===== src/rtl/button_rr_arbiter_pkg.sv =====
// button_rr_arbiter_pkg: shared types, sizes and the round-robin pick helper
package button_rr_arbiter_pkg;
  localparam int NUM_REQ = 4;
  typedef enum logic [1:0] {IDLE, GRANT, RELEASE} arb_state_t;
  // First set bit of pend searching ptr+1, ptr+2, ... wrapping modulo NUM_REQ
  function automatic logic [1:0] rr_pick(input logic [NUM_REQ-1:0] pend, input logic [1:0] ptr);
    logic [1:0] idx;
    rr_pick = ptr;
    for (int i = NUM_REQ; i >= 1; i--) begin
      idx = ptr + 2'(i);
      if (pend[idx]) rr_pick = idx;
    end
  endfunction
endpackage


===== src/rtl/button_rr_arbiter_if.sv =====
// button_rr_arbiter_if: request/tick inputs and grant outputs of the arbiter
interface button_rr_arbiter_if;
  import button_rr_arbiter_pkg::*;
  logic               tick_i;
  logic [NUM_REQ-1:0] req_i;
  logic [NUM_REQ-1:0] grant_o;
  logic [1:0]         grant_idx_o;
  logic               busy_o;
  logic [3:0]         grant_count_o;
  modport master (output tick_i, req_i, input grant_o, grant_idx_o, busy_o, grant_count_o);
  modport slave  (input tick_i, req_i, output grant_o, grant_idx_o, busy_o, grant_count_o);
endinterface


===== src/rtl/button_rr_arbiter_hold_timer.sv =====
// hold_timer: loadable down-counter advanced by divider ticks, flags the last tick
module hold_timer #(
  parameter int TIMER_W = 8
) (
  input  logic               clk,
  input  logic               rst,
  input  logic               load_i,
  input  logic [TIMER_W-1:0] load_val_i,
  input  logic               tick_i,
  output logic               expire_o
);
  logic [TIMER_W-1:0] cnt;
  assign expire_o = tick_i && cnt == TIMER_W'(1);
  // Load wins over a same-cycle tick; counting stops at zero
  always_ff @(posedge clk or negedge rst)
    if (!rst) cnt <= '0;
    else if (load_i) cnt <= load_val_i;
    else if (tick_i && cnt != '0) cnt <= cnt - 1'b1;
endmodule


===== src/rtl/button_rr_arbiter.sv =====
// button_rr_arbiter: edge-triggered round-robin grant of one resource among four buttons
module button_rr_arbiter
  import button_rr_arbiter_pkg::*;
#(
  parameter int HOLD_TICKS = 4,
  parameter int TIMER_W    = 8
) (
  input logic                clk,
  input logic                rst,
  button_rr_arbiter_if.slave bus
);
  arb_state_t         state;
  logic [NUM_REQ-1:0] req_q, pend, rise, start_oh;
  logic [1:0]         ptr, sel;
  logic               start, expire;
  assign rise     = bus.req_i & ~req_q;
  assign sel      = rr_pick(pend, ptr);
  assign start    = state == IDLE && pend != '0;
  assign start_oh = start ? NUM_REQ'(1) << sel : '0;
  hold_timer #(.TIMER_W(TIMER_W)) u_timer (
    .clk        (clk),
    .rst        (rst),
    .load_i     (start),
    .load_val_i (TIMER_W'(HOLD_TICKS)),
    .tick_i     (bus.tick_i),
    .expire_o   (expire)
  );
  // Edge capture, pending queue, grant FSM and registered outputs
  always_ff @(posedge clk or negedge rst)
    if (!rst) begin
      state             <= IDLE;
      req_q             <= '0;
      pend              <= '0;
      ptr               <= 2'd3;
      bus.grant_o       <= '0;
      bus.grant_idx_o   <= '0;
      bus.busy_o        <= 1'b0;
      bus.grant_count_o <= '0;
    end else begin
      req_q <= bus.req_i;
      pend  <= (pend | rise) & ~start_oh;
      case (state)
        IDLE:
          if (start) begin
            state             <= GRANT;
            bus.grant_o       <= start_oh;
            bus.grant_idx_o   <= sel;
            bus.busy_o        <= 1'b1;
            bus.grant_count_o <= bus.grant_count_o + 1'b1;
          end else bus.busy_o <= 1'b0;
        GRANT:
          if (expire) begin
            state       <= RELEASE;
            bus.grant_o <= '0;
            bus.busy_o  <= 1'b0;
            ptr         <= bus.grant_idx_o;
          end
        default: state <= IDLE;
      endcase
    end
endmodule


===== src/flat_wrapper.sv =====
// flat-port wrapper written by rule: the top's interface ports become plain ports
module button_rr_arbiter_flat import button_rr_arbiter_pkg::*;
#(
  parameter int HOLD_TICKS = 4,
  parameter int TIMER_W    = 8
)
  (clk, rst, bus_tick_i, bus_req_i, bus_grant_o, bus_grant_idx_o, bus_busy_o, bus_grant_count_o);
  button_rr_arbiter_if bus_i ();
  input logic clk;
  input logic rst;
  input wire logic [$bits(bus_i.tick_i)-1:0] bus_tick_i;
  input wire logic [$bits(bus_i.req_i)-1:0] bus_req_i;
  output wire logic [$bits(bus_i.grant_o)-1:0] bus_grant_o;
  output wire logic [$bits(bus_i.grant_idx_o)-1:0] bus_grant_idx_o;
  output wire logic [$bits(bus_i.busy_o)-1:0] bus_busy_o;
  output wire logic [$bits(bus_i.grant_count_o)-1:0] bus_grant_count_o;
  assign bus_i.tick_i = bus_tick_i;
  assign bus_i.req_i = bus_req_i;
  assign bus_grant_o = bus_i.grant_o;
  assign bus_grant_idx_o = bus_i.grant_idx_o;
  assign bus_busy_o = bus_i.busy_o;
  assign bus_grant_count_o = bus_i.grant_count_o;
  button_rr_arbiter #(.HOLD_TICKS(HOLD_TICKS), .TIMER_W(TIMER_W)) u_core (.clk(clk), .rst(rst), .bus(bus_i));
endmodule

===== config.mk =====
export PLATFORM = sky130hd
export DESIGN_NAME = button_rr_arbiter_flat
export DESIGN_NICKNAME = d
export VERILOG_FILES = /design/src/rtl/button_rr_arbiter_pkg.sv /design/src/rtl/button_rr_arbiter_if.sv /design/src/rtl/button_rr_arbiter_hold_timer.sv /design/src/rtl/button_rr_arbiter.sv /design/src/flat_wrapper.sv
export SDC_FILE = /design/constraint.sdc
export NUM_CORES = 1
export LEC_CHECK = 0
export BUFFER_PORTS_ARGS = -buffer_cell sky130_fd_sc_hd__buf_2
export CORE_ASPECT_RATIO = 0.6
export CORE_MARGIN = 2
export CORE_UTILIZATION = 45
export CTS_CLUSTER_DIAMETER = 50
export DETAILED_ROUTE_END_ITERATION = 8
export GPL_TIMING_DRIVEN = 0
export PLACE_DENSITY = 0.67
export SYNTH_ARGS = -nofsm -noshare
export SYNTH_HDL_FRONTEND = slang
export SYNTH_SLANG_ARGS = --single-unit

===== constraint.sdc =====
create_clock -name clk -period 1.7 [get_ports clk]
set_input_delay 0.085 -clock clk [delete_from_list [all_inputs] [get_ports clk]]
set_output_delay 0.085 -clock clk [all_outputs]
set_load 0.01 [all_outputs]

==> impl_metrics.toml <==
[status]
outcome = "finished, final reports clean"

[placed_design]
port_buffers = 17
dp_cells = 187
hpwl_um = 2060
placed_cell_area_um2 = 1560
gp_congestion = 0.850
detailedPlace.worstSlack_ns = -0.0719

[critical_path]
crit_path_max_incr_delay_ns = 0.44
slowest_stage = "dfrtp_1"
cp.arrival_ns = 1.86
crit_family = "simple AND/OR/NAND/NOR gates"
cp-end-kind = "register"
crit_type = "reg2reg"
startpoint_type = "register"
cp_num_buf_inv = 0
regToRegSetupSlack_ns = 0.04
reg2reg_depth = 3
cp_max_fo = 7
cp.required_ns = 1.90
regToRegStartpoint = "u_core.u_timer.cnt[4]"
worstPathCellList = "nor4_2, nand4_2, mux2_1"
timing.rr.end = "u_core.ptr[1]"
startpoint = "u_core.u_timer.cnt[4]"

[final_layout]
syn_to_final_growth_pct = 21.0
antenna_cells = 0
fin_area_um2 = 1720
fin_cells = 201
drive_above_1_share = 0.264
fin_nets = 169
final_util = 0.584

[timing]
slew_violations = 0
setup_violations = 0
fin_crit_ns = 1.66
slew_headroom = 0.553
fin_skew_ns = 0.00401
fmax_mhz = 602
finalSetupTns_ns = 0
tightest_slew_ns = 0.670
fin_hold_ws_ns = 0.232
rsz0062_at_grt = "true"
fin_crit_sh = 0.977
finalHoldViolations = 0
setup_ws_ns = 0.0389

[routing]
wirelength_um = 2870
vias = 1077
dr.pass1.iters = 4
route.detailed.wl_per_inst_um = 14.3
drc = 0
antenna_left = 0
via_per_inst = 5.36
first_iter_violations = 57

[global_routing]
grt_max_degree = 32
antenna_found_initial = 0
track_usage = 0.179
grt_pass1_vias = 1081
grt_pass1_wl_um = 4950
grt_overflow = 0

[synthesis]
ys_warn_count = 0
seq_area_frac_synth = 0.548
avgSynthCellArea_um2 = 11.1
ys_ff_latch = 31
synthCells = 128
netlist_area_um2 = 1420
ys_types = 37
synth_fp_nets = 139

[clock_network]
clk_pin_slew_worst_paths_ns = 0.06
cts_sinks = 31
cts_root_buffer = "clkbuf_8"
numCtsBuffers = 5
cts_tree = "done"
cts.path.max_buffers = 2
cts_max_level = 2
clk_latency_ns = 0.27

[pwr]
total_power_mw = 2.91
peakVddDrop_mv = 0.838
power.density_nw_per_um2 = 1690
leakagePower_nw = 0.793

[hold_path]
hold_class = "in2reg"
min_from = "bus_tick_i"
hold-path-cell-count = 4
whs_endpoint = "u_core.u_timer.cnt[3]"

[floorplanning]
core_area_um2 = 2950
io_pins = 18
die_area_um2 = 3640
die_h_um = 47.5
die_w_um = 76.6
start_util = 0.482
rows = 15

[flow_run]
maxCapViolations = 0
[metal layers]
layer	global-route usage	vias up	routed length, um
met5	0	-	0
met4	0.0582	0	0
met3	0.0585	0	154
met2	0.296	26	1320
met1	0.235	530	1390
li1	-	521	-
[logic make-up after synthesis]
logic type / synth area share
AOI/OAI and AO/OA: 0.139
xor gates and xnor gates: 0.0493
adders and majority gates: 0.0352
buffers and inverters: 0.0282
DFF: 0.548
muxes: 0.0158
and+or+nand+nor: 0.185
[power by group]
part / internal (mW) / switching (mW)
clock: 0.286 / 0.245
sequential: 1.00 / 0.280
combinational: 0.502 / 0.592
total: 1.79 / 1.12
[synth_stat cells (all sizes together)]
master	n	area share
nor2b	3	0.013
nor2	10	0.026
inv	8	0.021
a31o	1	0.0062
o22a	2	0.012
dfstp	2	0.037
or3b	1	0.0062
o22ai	1	0.0044
and4bb	1	0.0088
o31ai	1	0.0053
nand2	10	0.026
buf	2	0.0070
a211oi	1	0.0088
xnor2	4	0.025
nand4	3	0.018
nor4	3	0.018
dfrtp	29	0.51
nor3	4	0.018
and3	2	0.0088
mux2	2	0.016
o21ai	5	0.018
o2111ai	2	0.012
xor2	4	0.025
or3	2	0.0088
nand2b	3	0.013
or4	2	0.013
nand3	2	0.0070
a32o	3	0.021
ha	4	0.035
o211ai	1	0.0088
a21oi	9	0.032
o21a	1	0.011
[worst min-delay path, delay by kind of cell]
family / cells / cell delay (ns)
XOR/XNOR: 1 / 0.07
AND/OR/NAND/NOR: 1 / 0.07
AO/OA/AOI/OAI: 1 / 0.10
buffers and inverters: 1 / 0.14
[worst max-delay path by stage]
stage,end,cells after the start
global placement,u_core.u_timer.cnt[2],6
global route,u_core.u_timer.cnt[5],4
floorplan,u_core.u_timer.cnt[2],6
CTS,u_core.pend[3],4
finish,u_core.ptr[1],3
detailed placement,u_core.u_timer.cnt[2],6
[state kept, by name (all words and copies together) (netlist names)]
signal	count
u_core.bus.busy_o	1
u_core.bus.grant_o	4
u_core.state	2
u_core.ptr	2
u_core.u_timer.cnt	8
u_core.bus.grant_count_o	4
u_core.pend	4
u_core.req_q	4
u_core.bus.grant_idx_o	2
[placed cells by master, fill, tap and decap left out, types with 2 or more instances in the layout]
master | Yosys | routed
dfrtp_1 | 29 | 29
buf_2 | 2 | 19
nor2_1 | 10 | 10
nand2_1 | 10 | 10
a21oi_1 | 9 | 8
inv_1 | 8 | 7
clkbuf_8 | 0 | 5
dlygate4sd3_1 | 0 | 5
o21ai_1 | 4 | 4
xor2_1 | 4 | 4
xnor2_1 | 4 | 4
ha_1 | 4 | 4
nand2b_1 | 3 | 3
a32o_1 | 3 | 3
nor2b_1 | 3 | 3
nor3_2 | 1 | 3
and3_1 | 2 | 2
or3_1 | 2 | 2
nor4_2 | 1 | 2
o22a_1 | 2 | 2
nand4_1 | 2 | 2
o2111ai_1 | 2 | 2
mux2_1 | 2 | 2
nand3_1 | 2 | 2
clkbuf_1 | 0 | 2
dfstp_2 | 2 | 2
[final cells by class]
cell class / instances / area (um^2)
fill: 250 / 1230
sequential: 31 / 778
multi-input combinational: 87 / 626
timing repair buffer: 23 / 143
clock buffer: 7 / 76.3
tap: 42 / 52.6
inverter: 8 / 30.0
buffer: 2 / 10.0
clock inverter: 1 / 5.00
[timing repair]
item	4_1_cts	5_1_grt
gates resized for setup	1	5
hold endpoints to repair	33	0
hold buffers	5	0
setup buffers	0	1
setup endpoints to repair	7	16
(Power assumes the default switching activity.)
